--- src/rtl/pipeline_sequencer.sv ---
// Valid/ready sequencer for a STAGES-deep adder pipeline: pause, flush, drain.
// Optional saturating perf counters are enabled by PIPE_SEQ_PERF_CNT_EN.
module pipeline_sequencer #(
   parameter int STAGES = 4,
   parameter int CNT_W  = 16
) (
   input  logic              clk,
   input  logic              rst,
   input  logic              in_valid,
   output logic              in_ready,
   output logic              out_valid,
   input  logic              out_ready,
   input  logic              pause_req,
   input  logic              flush_req,
   input  logic              drain_req,
   output logic [STAGES-1:0] stage_en,
   output logic [STAGES-1:0] stage_flush,
   output logic              busy,
   output logic              drain_done,
   output logic [2:0]        state,
   output logic [CNT_W-1:0]  op_count,
   output logic [CNT_W-1:0]  stall_count
);

   localparam logic [2:0] IDLE  = 3'd0;
   localparam logic [2:0] RUN   = 3'd1;
   localparam logic [2:0] PAUSE = 3'd2;
   localparam logic [2:0] FLUSH = 3'd3;
   localparam logic [2:0] DRAIN = 3'd4;

   logic [STAGES-1:0] stage_valid;
   logic [STAGES-1:0] valid_nxt;
   logic [2:0]        state_nxt;
   logic              pause_q;
   logic              flush_q;
   logic              flush_pause;
   logic              drain_ack;
   logic              done_nxt;
   logic              advance;
   logic              accept;
   logic              flowing;
   logic              open_st;

   always_comb begin
      flowing  = (state == IDLE) || (state == RUN) || (state == DRAIN);
      open_st  = (state == IDLE) || (state == RUN);
      // reset gates advance so nothing looks ready while rst is low
      advance  = rst && flowing
               && (!stage_valid[STAGES-1] || out_ready);
      in_ready = advance && open_st && !flush_q
               && !pause_q && !drain_req;
      accept   = in_valid && in_ready;
      out_valid = stage_valid[STAGES-1]
                && (state != PAUSE) && (state != FLUSH);
      stage_en    = {STAGES{advance}};
      stage_flush = (state == FLUSH) ? '1 : '0;
      busy        = |stage_valid;
   end

   always_comb begin
      valid_nxt = stage_valid;
      if (flush_q)
         valid_nxt = '0;
      else if (advance)
         valid_nxt = {stage_valid[STAGES-2:0], accept};
   end

   always_comb begin
      state_nxt = state;
      done_nxt  = 1'b0;
      if (flush_q) begin
         state_nxt = FLUSH;
      end else begin
         case (state)
            FLUSH: begin
               if (pause_q || flush_pause)
                  state_nxt = PAUSE;
               else
                  state_nxt = IDLE;
            end
            PAUSE: begin
               if (!pause_q)
                  state_nxt = busy ? RUN : IDLE;
            end
            IDLE, RUN: begin
               if (pause_q) begin
                  state_nxt = PAUSE;
               end else if (drain_req && !drain_ack) begin
                  if (valid_nxt == '0) begin
                     state_nxt = IDLE;
                     done_nxt  = 1'b1;
                  end else begin
                     state_nxt = DRAIN;
                  end
               end else if (accept) begin
                  state_nxt = RUN;
               end else if (valid_nxt == '0) begin
                  state_nxt = IDLE;
               end
            end
            DRAIN: begin
               if (pause_q) begin
                  state_nxt = PAUSE;
               end else if (valid_nxt == '0) begin
                  state_nxt = IDLE;
                  done_nxt  = 1'b1;
               end
            end
            default: state_nxt = IDLE;
         endcase
      end
   end

   // drain_ack stops a held drain_req from re-pulsing drain_done
   always_ff @(posedge clk or negedge rst) begin
      if (!rst) begin
         state       <= IDLE;
         stage_valid <= '0;
         pause_q     <= 1'b0;
         flush_q     <= 1'b0;
         flush_pause <= 1'b0;
         drain_ack   <= 1'b0;
         drain_done  <= 1'b0;
      end else begin
         state       <= state_nxt;
         stage_valid <= valid_nxt;
         pause_q     <= pause_req;
         flush_q     <= flush_req;
         flush_pause <= flush_q && pause_q;
         drain_done  <= done_nxt;
         if (!drain_req)
            drain_ack <= 1'b0;
         else if (done_nxt)
            drain_ack <= 1'b1;
      end
   end

`ifdef PIPE_SEQ_PERF_CNT_EN
   logic stall;

   always_comb begin
      stall = (state == PAUSE) || (out_valid && !out_ready);
   end

   always_ff @(posedge clk or negedge rst) begin
      if (!rst) begin
         op_count    <= '0;
         stall_count <= '0;
      end else begin
         if (out_valid && out_ready && (op_count != '1))
            op_count <= op_count + 1'b1;
         if (stall && (stall_count != '1))
            stall_count <= stall_count + 1'b1;
      end
   end
`else
   assign op_count    = '0;
   assign stall_count = '0;
`endif

endmodule
--- config.mk ---
export PLATFORM = sky130hd
export DESIGN_NAME = pipeline_sequencer
export DESIGN_NICKNAME = d
export VERILOG_FILES = /design/src/rtl/pipeline_sequencer.sv
export SDC_FILE = /design/constraint.sdc
export NUM_CORES = 1
export LEC_CHECK = 0
export CELL_PAD_IN_SITES_DETAIL_PLACEMENT = 1
export CELL_PAD_IN_SITES_GLOBAL_PLACEMENT = 1
export CORE_AREA = 8 8 68 70
export CTS_BUF_LIST = sky130_fd_sc_hd__clkbuf_4 sky130_fd_sc_hd__clkbuf_8 sky130_fd_sc_hd__clkbuf_16
export CTS_CLUSTER_DIAMETER = 30
export DETAILED_ROUTE_END_ITERATION = 7
export DIE_AREA = 0 0 76 78
export HOLD_SLACK_MARGIN = 0.03
export PLACE_DENSITY_LB_ADDON = 0.3
export REMOVE_ABC_BUFFERS = 1
export SYNTH_ARGS = -nofsm -noshare
export SYNTH_HDL_FRONTEND = slang
export SYNTH_SLANG_ARGS = --single-unit
--- constraint.sdc ---
create_clock -name clk -period 1.7 [get_ports clk]
set_input_delay 0.34 -clock clk [delete_from_list [all_inputs] [get_ports clk]]
set_output_delay 0.34 -clock clk [all_outputs]
set_load 0.01 [all_outputs]
Yosys cells after proc, flatten, opt, wreduce, memory -nomap -nowiden:

Index checks and enable logic that the tools add are counted.
Widths: inputs -> output; s select.

* register bits after elaboration: 12
* input bits: 7
* output and inout bits: 47
* logic and storage cells: 61

* eq/ne operators: 8
* muxes and demuxes: 22
* reduce and logical (&&, ||, !) cells: 24

Operators by type and width (count)
* $mux 3: 8
* $mux 4: 3
* $pmux 3 s4: 1
* $logic_and 1x1->1: 11
* $mux 1: 8
* $eq 3x2->1 const B: 2
* $ne 3x2->1 const B: 2
* $logic_not 1->1: 5
* $logic_not 4->1: 1
* $logic_or 1x1->1: 4
* $reduce_or 4->1: 1
* $eq 3x1->1 const B: 1
* $eq 3x3->1 const B: 1
* $logic_not 3->1: 1
* $ne 3x3->1 const B: 1
* $mux 2: 1
* $ne 2x1->1 const B: 1
* $pmux 1 s2: 1
* $reduce_or 2->1: 1

Longest topological paths before layout:

Gate-level depths: netlist (run 1).

* word-level depth: 20
* gate-level depth with buffers: 5
* depth with buffers taken out: 5

Worst setup path before layout (run 1):

Ideal clock, no wire load.

* path kind: register to output
* start: register state[0]
* end: output port stage_en[0]
* data arrival time: 1.111 ns
* data required time: 1.360 ns
* path slack: 0.249 ns
* cell stages (with the launch flop): 5
* buffers on the path: 1
* path through: dfrtp_1 -> a21oi_2 -> nand3_2 -> inv_1 -> buf_4

* word-level cells in the longest chain between the ends: 5
* elaborated cells on any way between the ends: 7
* classes of those cells: eq/ne (2); reduce/logical (5)

RTL lines
* from (decl): RTL line 20 `output logic [2:0] state,`
* from (signal assigned): RTL line 125 `state <= state_nxt;`
* $eq 3x1->1 / $logic_not 3->1 (equally long branches): RTL line 45 `flowing = (state == IDLE) || (state == RUN) || (state == DRAIN);`
* $logic_or 1x1->1: RTL line 45
* $logic_or 1x1->1 (*): RTL line 45
* $logic_and 1x1->1 (*): RTL line 48 `advance = rst && flowing`
* $logic_and 1x1->1 (*): RTL line 49 `&& (!stage_valid[STAGES-1] || out_ready);`
* to (decl): RTL line 16 `output logic [STAGES-1:0] stage_en,`

Every way passes the cells marked *; elsewhere a longest branch is shown, timed or not.

Final worst setup path (run 1):

* start: register state[2]
* end: output port stage_en[2]

Same word-level chain as after synthesis.

==> metrics.txt, run 1 <==
# TYPE chip_impl_metric gauge
chip_impl_metric{name="layout.nets",unit=""} 139
chip_impl_metric{name="min_period",unit="ns"} 1.694
chip_impl_metric{name="grt_antenna_before_repair",unit=""} 0
chip_impl_metric{name="finalPower",unit="mW"} 0.6749
chip_impl_metric{name="power.static_leakage",unit="nW"} 0.6023
chip_impl_metric{name="rr_worst_depth",unit=""} 6
chip_impl_metric{name="path_buf_inv",unit=""} 4
chip_impl_metric{name="detail_route.wl_per_cell",unit="µm"} 12.49
chip_impl_metric{name="internal_pwr_total",unit="mW"} 0.4852
chip_impl_metric{name="cts_max_path_buffers",unit=""} 2
chip_impl_metric{name="finalHoldViolations",unit=""} 0
chip_impl_metric{name="synth_area",unit="µm²"} 867.1
chip_impl_metric{name="via_count_of_the_first_global_routing_pass",unit=""} 732
chip_impl_metric{name="grt.overflow.total",unit=""} 0
chip_impl_metric{name="timing.final.max_slew_violations",unit=""} 0
chip_impl_metric{name="insertedDiodeCount",unit=""} 0
chip_impl_info{name="worstPathCellList",value="buf_6 -> a21oi_4 -> nand3_2 -> inv_2 -> buf_6 -> buf_6"} 1
chip_impl_metric{name="die_w",unit="µm"} 76
chip_impl_metric{name="ys_seq_area_share",unit="%"} 34.63
chip_impl_metric{name="vdd.ir_drop.worst",unit="mV"} 0.2395
chip_impl_metric{name="drt_drc_violations_left",unit=""} 0
chip_impl_metric{name="dr.first_iter.drc_count",unit=""} 12
chip_impl_metric{name="cp_data_arrival_time",unit="ns"} 1.35
chip_impl_info{name="worstSetupStartpoint",value="state[2]$_DFFE_PN0P_"} 1
chip_impl_metric{name="comb_power_share",unit="%"} 21.7
chip_impl_metric{name="critical_path.max_fanout",unit=""} 5
chip_impl_metric{name="syn-mean-instance-area",unit="µm²"} 9.528
chip_impl_metric{name="area.growth.synth_to_final",unit="%"} 37.09
chip_impl_info{name="critical-path-top-cell-by-count",value="sky130_fd_sc_hd__buf_6"} 1
chip_impl_metric{name="gp_routability_congestion",unit=""} 0.7322
chip_impl_metric{name="std_cell_rows",unit=""} 22
chip_impl_metric{name="sequentialPowerShare",unit="%"} 44.3
chip_impl_metric{name="routed-via-count",unit=""} 659
chip_impl_metric{name="p_sw_share",unit="%"} 28.10
chip_impl_metric{name="fillerInstances",unit=""} 426
chip_impl_info{name="critPathCaptureType",value="output port"} 1
chip_impl_metric{name="drt_antenna_net_count",unit=""} 0
chip_impl_metric{name="floorplan.die.height",unit="µm"} 78
chip_impl_metric{name="clock_power_share",unit="%"} 34.0
chip_impl_metric{name="clkSinkCount",unit=""} 12
chip_impl_metric{name="post-route-util",unit="%"} 33.47
chip_impl_metric{name="critical_path.max_stage_delay",unit="ns"} 0.43
chip_impl_metric{name="via_per_inst",unit=""} 3.682
chip_impl_metric{name="switching_power",unit="mW"} 0.1896
chip_impl_metric{name="worst-endpoint-required",unit="ns"} 1.36
chip_impl_info{name="tritoncts",value="done"} 1
chip_impl_metric{name="final.period_utilization",unit="%"} 99.67
chip_impl_metric{name="cts_inserted_buffers",unit=""} 3
chip_impl_metric{name="h-tree-depth",unit=""} 1
chip_impl_metric{name="timing.clock.skew",unit="ns"} 0.0009250
chip_impl_metric{name="postSynthRegisterBits",unit=""} 12
chip_impl_metric{name="fmaxAchievable",unit="GHz"} 0.5902
chip_impl_info{name="critical_path.startpoint_type",value="register"} 1
chip_impl_info{name="ctsRootBufferMaster",value="sky130_fd_sc_hd__clkbuf_4"} 1
chip_impl_metric{name="synthesis.instances",unit=""} 91
chip_impl_info{name="crit_slowest_cell",value="sky130_fd_sc_hd__dfrtp_2"} 1
chip_impl_info{name="timing.rr.start",value="state[2]$_DFFE_PN0P_"} 1
chip_impl_metric{name="grt_max_degree",unit=""} 10
chip_impl_metric{name="overall_global_routing_usage",unit="%"} 7.698
chip_impl_metric{name="design.core.area",unit="µm²"} 3551
chip_impl_info{name="run_status",value="completed"} 1
chip_impl_info{name="final_common_cell",value="sky130_fd_sc_hd__conb_1"} 1
chip_impl_metric{name="overall_die_area",unit="µm²"} 5928
chip_impl_info{name="critical-path-top-delay-family",value="buffers and inverters"} 1
chip_impl_info{name="worstSetupPathType",value="reg2out"} 1
chip_impl_info{name="grt_setup_unrepaired",value="yes"} 1
chip_impl_metric{name="place.port_buffers",unit=""} 21
chip_impl_metric{name="drt-pass1-iter-count",unit=""} 4
chip_impl_metric{name="power.density_cell_area",unit="nW/µm²"} 567.8
chip_impl_metric{name="critical_path_cell_count",unit=""} 6
chip_impl_metric{name="wl",unit="mm"} 2.236
chip_impl_metric{name="start_util",unit="%"} 24.42
chip_impl_info{name="worstHoldPathType",value="in2async"} 1
chip_impl_metric{name="dp_hpwl",unit="mm"} 1.874
chip_impl_info{name="mostFrequentLayoutCells",value="32 x sky130_fd_sc_hd__conb_1, 21 x sky130_fd_sc_hd__buf_4, 11 x sky130_fd_sc_hd__dfrtp_1, 6 x sky130_fd_sc_hd__clkdlybuf4s50_1, 6 x sky130_fd_sc_hd__buf_6"} 1
chip_impl_metric{name="setup_viol_count_final",unit=""} 0
chip_impl_metric{name="clock_latency",unit="ns"} 0.28
chip_impl_metric{name="sequential_cell_area",unit="µm²"} 301.5
chip_impl_metric{name="ys_warn_count",unit=""} 0
chip_impl_metric{name="maxCapViolCount",unit=""} 0
chip_impl_metric{name="num_io_pins",unit=""} 54
chip_impl_metric{name="clkTransAtPathRegs",unit="ns"} 0.08
chip_impl_metric{name="post_synth_num_cell_types",unit=""} 28
chip_impl_metric{name="multi_input_area",unit="µm²"} 406.6
chip_impl_metric{name="final_layout_size_suffix_gt1_share",unit="%"} 34.35
chip_impl_metric{name="grt_pass1_wl",unit="mm"} 3.739
chip_impl_metric{name="cts-hold-fix-buffers",unit=""} 0
power by group through the flow:
stage / clock network, mW / registers, mW / logic (mW)
global placement: 0 / 0.304 / 0.141
finish: 0.229 / 0.299 / 0.147
floorplan: 0 / 0.308 / 0.0586
detailed placement: 0 / 0.304 / 0.142
CTS: 0.238 / 0.297 / 0.136
global route: 0.249 / 0.300 / 0.162
cell usage after synthesis:
cell / count / area (µm²)
sky130_fd_sc_hd__buf_4: 39 / 292.8
sky130_fd_sc_hd__dfrtp_1: 12 / 300.3
sky130_fd_sc_hd__nor2_1: 6 / 22.52
sky130_fd_sc_hd__mux2i_1: 4 / 40.04
sky130_fd_sc_hd__a21oi_1: 3 / 15.01
sky130_fd_sc_hd__a31oi_1: 2 / 12.51
sky130_fd_sc_hd__nand2_1: 2 / 7.510
sky130_fd_sc_hd__nor2b_1: 2 / 12.51
sky130_fd_sc_hd__nor3_1: 2 / 10.01
sky130_fd_sc_hd__a2111oi_4: 1 / 27.53
sky130_fd_sc_hd__a21boi_0: 1 / 7.510
sky130_fd_sc_hd__a21oi_2: 1 / 8.760
sky130_fd_sc_hd__a32o_1: 1 / 10.01
sky130_fd_sc_hd__and2_1: 1 / 6.260
sky130_fd_sc_hd__and2_2: 1 / 7.510
sky130_fd_sc_hd__and3b_1: 1 / 8.760
sky130_fd_sc_hd__and4_1: 1 / 8.760
sky130_fd_sc_hd__clkbuf_2: 1 / 5.000
sky130_fd_sc_hd__conb_1: 1 / 3.750
sky130_fd_sc_hd__inv_1: 1 / 3.750
sky130_fd_sc_hd__nand2b_1: 1 / 6.260
sky130_fd_sc_hd__nand2b_2: 1 / 8.760
sky130_fd_sc_hd__nand3_1: 1 / 5.000
sky130_fd_sc_hd__nand3_2: 1 / 10.01
sky130_fd_sc_hd__nand4_1: 1 / 6.260
sky130_fd_sc_hd__o211ai_1: 1 / 7.510
sky130_fd_sc_hd__o21ai_0: 1 / 5.000
sky130_fd_sc_hd__or4_1: 1 / 7.510
cell type report:
class                           count  share of cell area [%]
Multi-Input combinational cell     69                   34.21
Timing Repair Buffer               45                   32.00
Sequential cell                    12                   25.37
Tap cell                           48                   5.053
Clock buffer                        4                   3.053
Inverter                            1                  0.3158
worst paths after layout:
path | to | slack, ns
hold / removal | flush_q$_DFF_PN0_ | 0.18
setup reg to reg | drain_done$_DFF_PN0_ | 0.07
hold reg to reg | drain_ack$_DFFE_PN0P_ | 0.49
min in group clk | drain_ack$_DFFE_PN0P_ | 0.49
max in group asynchronous | state[2]$_DFFE_PN0P_ | 1.33
setup / recovery | stage_en[2] | 0.006
layer usage:
layer | vias up | global-route usage, % | share of wire (%)
met5 | - | 0 | 0
met4 | 0 | 3.529 | 1.2
met3 | 2 | 2.880 | 8.3
met2 | 30 | 13.45 | 50
met1 | 314 | 8.043 | 40
li1 | 313 | - | -
kinds of logic after synthesis:
family          count (synthesis)  synth area share, %
flops                          12                34.63
simple gates                   22                14.72
other cells                     1               0.4325
buf+inv                        41                34.78
compound gates                 11                10.82
mux                             4                4.618
state kept, by name, indices dropped and copies added (netlist names):
name / flops
flush_q: 1
drain_done: 1
stage_valid: 4
flush_pause: 1
state: 3
drain_ack: 1
pause_q: 1
timing repair:
action,4_1_cts,5_1_grt
resized for setup,37,15
buffers inserted,3,1
endpoints found under the setup margin,14,15
pin swaps,3,6
stage by stage:
| stage | cells | setup WS [ns] | instance area, µm² | setup TNS (ns) | hold WS (ns) |
|---|---|---|---|---|---|
| floorplan | 82 | 0.03131 | 685.7 | 0 | 0.04441 |
| global placement | 171 | -0.3866 | 1106 | -2.995 | 0.4654 |
| detailed placement | 171 | -0.3624 | 1106 | -2.861 | 0.4800 |
| CTS | 178 | -0.08838 | 1146 | -0.2038 | 0.1878 |
| global route | 179 | -0.07396 | 1189 | -0.4056 | 0.1896 |
| finish | 179 | 0.005694 | 1189 | 0 | 0.1800 |
Note: power is estimated with default switching activity, not from simulation.
==> run 2: changes to the inputs <==
--- a/config.mk
+++ b/config.mk
@@ -5,6 +5,7 @@
 export SDC_FILE = /design/constraint.sdc
 export NUM_CORES = 1
 export LEC_CHECK = 0
+export ABC_CLOCK_PERIOD_IN_PS = 1700
 export CELL_PAD_IN_SITES_DETAIL_PLACEMENT = 1
 export CELL_PAD_IN_SITES_GLOBAL_PLACEMENT = 1
 export CORE_AREA = 8 8 68 70
==> results of run 2 <==
Same layout as run 1: the final DEF is identical, and so are final timing and power.
==> run 3: changes to the inputs <==
--- a/config.mk
+++ b/config.mk
@@ -16,6 +16,7 @@
 export HOLD_SLACK_MARGIN = 0.03
 export PLACE_DENSITY_LB_ADDON = 0.3
 export REMOVE_ABC_BUFFERS = 1
+export SLEW_MARGIN = 20
 export SYNTH_ARGS = -nofsm -noshare
 export SYNTH_HDL_FRONTEND = slang
 export SYNTH_SLANG_ARGS = --single-unit
==> results of run 3 <==
Same layout as run 1: the final DEF is identical, and so are final timing and power.
